$ cat src/rtl/fetch_buffer.sv
// fetch_buffer: instruction queue between fetch stage 1 and decode/dispatch.
// Ports:
//   clk, rst                 clock, asynchronous active-high reset
//   req_valid, req_pc        outstanding imem request and its PC
//   imem_resp, imem_rdata    imem response strobe and instruction
//   flush                    discard queue, skid and the in-flight response
//   rob_full, rs_full        dispatch back-pressure
//   out_valid/out_pc/out_inst  show-ahead head entry
//   fetch_stall              fetch stage 1 must hold its PC and request
//   count                    queue occupancy, skid excluded
module fetch_buffer #(
    parameter int DEPTH  = 8,
    parameter int PC_W   = 32,
    parameter int INST_W = 32
) (
    input  logic                       clk,
    input  logic                       rst,
    input  logic                       req_valid,
    input  logic [PC_W-1:0]            req_pc,
    input  logic                       imem_resp,
    input  logic [INST_W-1:0]          imem_rdata,
    input  logic                       flush,
    input  logic                       rob_full,
    input  logic                       rs_full,
    output logic                       out_valid,
    output logic [PC_W-1:0]            out_pc,
    output logic [INST_W-1:0]          out_inst,
    output logic                       fetch_stall,
    output logic [$clog2(DEPTH+1)-1:0] count
);
    localparam int AW = $clog2(DEPTH);
    localparam int CW = $clog2(DEPTH+1);
    localparam logic [CW-1:0] FULL = CW'(DEPTH);
    logic [PC_W-1:0]   mem_pc   [DEPTH];
    logic [INST_W-1:0] mem_inst [DEPTH];
    logic [AW-1:0]     head_q, head_d, tail_q, tail_d;
    logic [CW-1:0]     count_q, count_d;
    logic              skid_valid_q, skid_valid_d, drop_next_q, drop_next_d;
    logic [PC_W-1:0]   skid_pc_q;
    logic [INST_W-1:0] skid_inst_q;
    logic              deq, room, acc, enq, skid_load;
    assign out_valid   = count_q != '0;
    assign out_pc      = mem_pc[head_q];
    assign out_inst    = mem_inst[head_q];
    assign count       = count_q;
    assign deq         = out_valid && !rob_full && !rs_full;
    assign room        = (count_q != FULL) || deq;
    assign acc         = imem_resp && req_valid && !drop_next_q;
    // The skid entry is older than any new response, so it always enqueues first.
    assign enq         = room && (skid_valid_q || acc);
    assign skid_load   = acc && (!room || skid_valid_q);
    assign fetch_stall = (req_valid && !imem_resp) || skid_valid_q || (count_q == FULL && !deq);
    always_comb begin
        head_d       = flush ? '0 : head_q + AW'(deq);
        tail_d       = flush ? '0 : tail_q + AW'(enq);
        count_d      = flush ? '0 : count_q + CW'(enq) - CW'(deq);
        skid_valid_d = !flush && (skid_load || (skid_valid_q && !room));
        // A request still outstanding at flush returns wrong-path data; swallow it.
        drop_next_d  = flush ? (req_valid && !imem_resp) : (drop_next_q && !imem_resp);
    end
    always_ff @(posedge clk or posedge rst) begin
        if (rst) begin
            head_q       <= '0;
            tail_q       <= '0;
            count_q      <= '0;
            skid_valid_q <= 1'b0;
            drop_next_q  <= 1'b0;
        end else begin
            head_q       <= head_d;
            tail_q       <= tail_d;
            count_q      <= count_d;
            skid_valid_q <= skid_valid_d;
            drop_next_q  <= drop_next_d;
        end
    end
    always_ff @(posedge clk) begin
        if (enq && !flush) begin
            mem_pc[tail_q]   <= skid_valid_q ? skid_pc_q : req_pc;
            mem_inst[tail_q] <= skid_valid_q ? skid_inst_q : imem_rdata;
        end
        if (skid_load && !flush) begin
            skid_pc_q   <= req_pc;
            skid_inst_q <= imem_rdata;
        end
    end
    a_no_resp_when_skid: assert property (@(posedge clk) disable iff (rst) !(imem_resp && skid_valid_q));
endmodule

$ cat config.mk
export PLATFORM = sky130hd
export DESIGN_NAME = fetch_buffer
export DESIGN_NICKNAME = d
export VERILOG_FILES = /design/src/rtl/fetch_buffer.sv
export SDC_FILE = /design/constraint.sdc
export NUM_CORES = 1
export LEC_CHECK = 0
export ABC_AREA = 0
export CAP_MARGIN = 20
export CORE_MARGIN = 10
export CORE_UTILIZATION = 40
export DETAILED_ROUTE_END_ITERATION = 8
export PLACE_DENSITY_LB_ADDON = 0.15
export SYNTH_ARGS = -nofsm -noshare
export SYNTH_HDL_FRONTEND = slang
export SYNTH_SLANG_ARGS = --single-unit
$ cat constraint.sdc
create_clock -name clk -period 13.3 [get_ports clk]
set_input_delay 1.33 -clock clk [delete_from_list [all_inputs] [get_ports clk]]
set_output_delay 1.33 -clock clk [all_outputs]
set_load 0.01 [all_outputs]
== Word level (Yosys, flattened, before mapping) ==
Memory sizes are Yosys's and may differ from the RTL's.
Index checks and enable logic that the tools add are counted.

* Bits in registers: 76
* RAM bits: 512
* Bits of input ports: 71
* Output and inout bits: 70
* Word-level logic and storage cells: 50
* Memories: 2

{| class="wikitable"
|+ Memory list
! name !! depth !! width !! rd ports !! clocked after Yosys merged registers in !! wr ports !! line !! text
|-
| mem_inst || 8 || 32 || 1 || 0 || 1 || 35 || <nowiki>logic [INST_W-1:0] mem_inst [DEPTH];</nowiki>
|-
| mem_pc || 8 || 32 || 1 || 0 || 1 || 34 || <nowiki>logic [PC_W-1:0] mem_pc [DEPTH];</nowiki>
|}

* Add/subtract/negate cells: 4
* Equal/unequal tests: 2
* Muxes and demuxes: 8
* Reductions and logical operators: 27

{| class="wikitable"
|+ Operators with widths
! operator !! count
|-
| 32-bit two-way mux || 2
|-
| 1-bit logical AND || 13
|-
| 1-bit zero test || 7
|-
| 3-bit by 1-bit adder with 3-bit output || 2
|-
| 1-bit logical OR || 6
|-
| 3-bit two-way mux || 2
|-
| 4-bit by 1-bit adder with 4-bit output || 1
|-
| 4-bit equality test, second input constant || 1
|-
| 4-bit two-way mux || 1
|-
| 4-bit inequality test, second input constant || 1
|-
| 4-bit nonzero test || 1
|-
| 4-bit by 1-bit subtractor with 4-bit output || 1
|-
| 1-bit two-way mux || 3
|}

== Longest topological paths before layout ==
* Depth after elaboration: 9
* Depth in mapped cells: 10

== Worst setup path before layout ==
Ideal clock, no wire load.

* Kind: input-to-reg
* From: input flush
* To: register skid_inst_q[0] (enable)
* Library setup time: 0.578 ns
* Arrival: 6.457 ns
* Path slack: 6.264 ns
* Stages on the path: 3
* Buffers on the path: 2
* Cells stage by stage: clkbuf_1 > clkbuf_1 > nor3b_1

* Cells in the longest elaborated chain, start to end: 2

{| class="wikitable"
|+ Ends and longest elaborated chain
! element !! line !! text
|-
| from (decl) || 22 || <nowiki>input logic flush,</nowiki>
|-
| 1-bit zero test || 81 || <nowiki>if (skid_load && !flush) begin</nowiki>
|-
| 1-bit logical AND || 81 ||
|-
| to (signal assigned) || 83 || <nowiki>skid_inst_q <= imem_rdata;</nowiki>
|-
| to (decl) || 40 || <nowiki>logic [INST_W-1:0] skid_inst_q;</nowiki>
|}

No other way between the ends.
A chain may end at the register's enable or synchronous reset.

== Worst setup path in the final report ==
* From: register head_q[0]
* To: output out_inst[19]

* Cells in the longest elaborated chain, start to end: 1

{| class="wikitable"
|+ Ends and longest elaborated chain
! element !! line !! text
|-
| from (decl) || 36 || <nowiki>logic [AW-1:0] head_q, head_d, tail_q, tail_d;</nowiki>
|-
| from (signal assigned) || 63 || <nowiki>head_q <= '0;</nowiki>
|-
| from (signal assigned) || 69 || <nowiki>head_q <= head_d;</nowiki>
|-
| memory read 8 x 32 bit || n/a ||
|-
| to (decl) || 27 || <nowiki>output logic [INST_W-1:0] out_inst,</nowiki>
|}

No other way between the ends.

==> results.md <==
* Mapped Area at 22700 sq um
* Placed cells at 1831
* IO Pins at 141
* Root buf cell: clkbuf_16
* Clock transition at path regs at 60 ps
* Setup bufs post-CTS at 0
* DRT iter0 DRCs at 583
* Crit Path Max Fanout at 44
* Hold/Removal Path Class: register to register
* Internal power at 0.00341 W
* Slew headroom at 33.4%
* Final-report setup violation count at 0
* Yosys reg bits at 588
* Cts hold-fix bufs at 0
* Synth Net Count at 1039
* # resized after CTS at 0
* RSZ-0062 raised after global routing: false
* Total number of vias at 10056
* Slew Limit Fails at 0
* Worst hold slack at 519 ps
* Setup TNS Final at 0 ps
* Layout Cells excl Fill at 1943
* Total CTS buffers at 61
* CP startpoint: head_q[0]$_DFF_PP0_
* Period utilization at 39.5%
* R2r startpoint: skid_valid_q$_DFF_PP0_
* Syn Inst Count at 957
* Core Area at 56300 sq um
* Drt first pass iters at 4
* Clk network pwr share at 38.9%
* Max Clk Rate at 190 MHz
* CP endpoint kind: output pin
* Slew at the pin closest to its max-slew limit at 998 ps
* Fraction of layout cells with a size suffix above 1 at 31.9%
* Maximum vdd drop at 0.000107 V
* Count of unique library cells instantiated by Yosys at 31
* GRT Overall Usage at 14.6%
* Clk Latency, worst-skew pair at 610 ps
* Net Sw Power at 0.000955 W
* Clock skew at 12.6 ps
* Min Clock Period, post-route at 5260 ps
* WP data required at 11970 ps
* Avg WL per Cell at 24.8 um
* Post-synth ARST share at 2.04%
* Ys flop type: edfxtp_1
* Status: finished clean
* Clock sink count at 588
* Drt total wl at 48.2 mm
* Net Sw Frac at 21.9%
* CTS max path bufs at 3
* DR vias/cell at 5.18
* CP startpoint kind: register
* Core Util, Final at 47.9%
* CP Data Arrival Time at 3930 ps
* Seq/Total Area, Yosys at 77.6%
* Global-route wire length before repair at 72.8 mm
* Die X at 258 um
* Post-DRT Antenna Nets at 0
* Leak at 8.32 nW
* FILL cells at 4646
* Crit path kind: register to output pin
* Max-Cap Viols at 0
* Combinational share of power at 12.5%
* Final hold violation count at 0
* Overflow after GRT at 0
* Syn. warnings at 0
* Net count reported at finish at 1220
* I/O Buffers at 140
* Die H at 258 um
* TritonCTS clock tree: built
* Antenna diodes at 0
* Initial Util at 40.3%
* FP Rows at 87
* Number of global-route vias before repair at 11022
* Post-synth EDFFs at 576
* Area Overhead vs Synth at 19.1%
* Antenna violations before repair at 3
* Final Wtd Congestion at 0.689
* Largest net degree at the start of global routing at 60
* PwrDens at 162 nW/um^2
* Sequential share of power at 48.6%
* H-Tree Depth at 2
* Syn_area_per_cell at 23.7 sq um
* Drt drc at 0
* Detail Placement HPWL at 25.9 mm
* Hold path startpoint: drop_next_q$_DFF_PP0_
* DIE AREA at 66600 sq um
[critical path, stage by stage (launching register included)]
cell             delay (ps)
dfrtp_4                1010
buf_4                   860
mux4_2                  600
mux2_2                  300
clkdlybuf4s50_1         500
[sequential cells by signal (all words and copies together), names as in the netlist]
name	flops
drop_next_q	1
count	4
mem_inst	256
skid_valid_q	1
head_q	3
skid_pc_q	32
mem_pc	256
tail_q	3
skid_inst_q	32
[logic make-up after synthesis]
kind of cell               after synthesis  synth area share [%]
AOI/OAI and AO/OA                        9                 0.248
buffers and inverters                   53                  1.34
muxes                                  258                  19.2
DFF                                    588                  77.6
and+or+nand+nor                         35                 0.839
adders and majority gates               11                 0.640
xor gates and xnor gates                 3                 0.116
[synthesized netlist by cell type (all sizes together), types with 2 or more instances]
| cell | number | share of area, % |
|---|---|---|
| inv | 8 | 0.13 |
| nor2b | 7 | 0.19 |
| or3 | 2 | 0.055 |
| dfrtp | 12 | 1.3 |
| mux4 | 128 | 13 |
| clkbuf | 16 | 0.26 |
| nand2 | 2 | 0.033 |
| buf | 29 | 0.94 |
| nor3 | 5 | 0.11 |
| mux2 | 129 | 6.4 |
| nor3b | 2 | 0.066 |
| or3b | 2 | 0.077 |
| edfxtp | 576 | 76 |
| a21oi | 3 | 0.066 |
| ha | 10 | 0.55 |
| nor2 | 11 | 0.18 |
| xnor2 | 3 | 0.12 |
| o22ai | 2 | 0.055 |
[through the flow]
stage / area, sq um / total power, W / worst slack (ps)
detailed placement: 25000 / 0.00272 / 8510
global route: 27000 / 0.00454 / 7670
finish: 27000 / 0.00436 / 8040
floorplan: 22700 / 0.00251 / 6260
CTS: 27000 / 0.00444 / 7830
global placement: 25000 / 0.00272 / 8510
[layout make-up]
class                      instances  area (sq um)  area share [%]
clock buffer                      86          1700            6.31
clock inverter                    26           302            1.12
inverter                           8          30.0           0.111
multi-input combinational        316          4820            17.9
sequential                       588         17600            65.3
tap                              756           946            3.51
timing repair buffer             163          1570            5.83
[power groups by stage]
stage | Clock, W | Combinational [W] | Sequential (W)
after global routing | 0.00182 | 0.000595 | 0.00213
after CTS | 0.00175 | 0.000562 | 0.00213
final | 0.00170 | 0.000544 | 0.00212
after global placement | 0 | 0.000556 | 0.00216
after floorplan | 0 | 0.000373 | 0.00214
after detailed placement | 0 | 0.000559 | 0.00216
[per-layer routing]
metal,wire length [um],up-vias,global-route usage (%)
met5,41,-,0
met4,741,6,3.14
met3,2850,72,3.83
met2,23400,227,24.0
met1,21200,5358,19.3
li1,-,4393,-
[worst paths after layout]
| check | to | cells past startpoint | slack [ps] |
|---|---|---|---|
| setup / recovery | out_inst[19] | 4 | 8040 |
| min in group asynchronous | drop_next_q$_DFF_PP0_ | 2 | 1090 |
| max in group asynchronous | head_q[0]$_DFF_PP0_ | 2 | 11730 |
| hold reg to reg | drop_next_q$_DFF_PP0_ | 2 | 520 |
| setup reg to reg | mem_inst[3][21]$_DFFE_PP_ | 4 | 9280 |
| hold / removal | drop_next_q$_DFF_PP0_ | 2 | 520 |
[layout by cell type (no fill, tap or decap), drive strengths merged, types with 2 or more instances in the layout]
cell,count
or3b,2
or3,2
buf,23
a21oi,3
clkbuf,86
o22ai,2
xnor2,3
nor3b,2
bufinv,7
nor3,5
nor2,11
clkinv,18
clkdlybuf4s50,140
dfrtp,12
mux2,129
edfxtp,576
ha,10
nand2,2
inv,9
mux4,128
nor2b,7
Power figures use the tool's default switching activity.
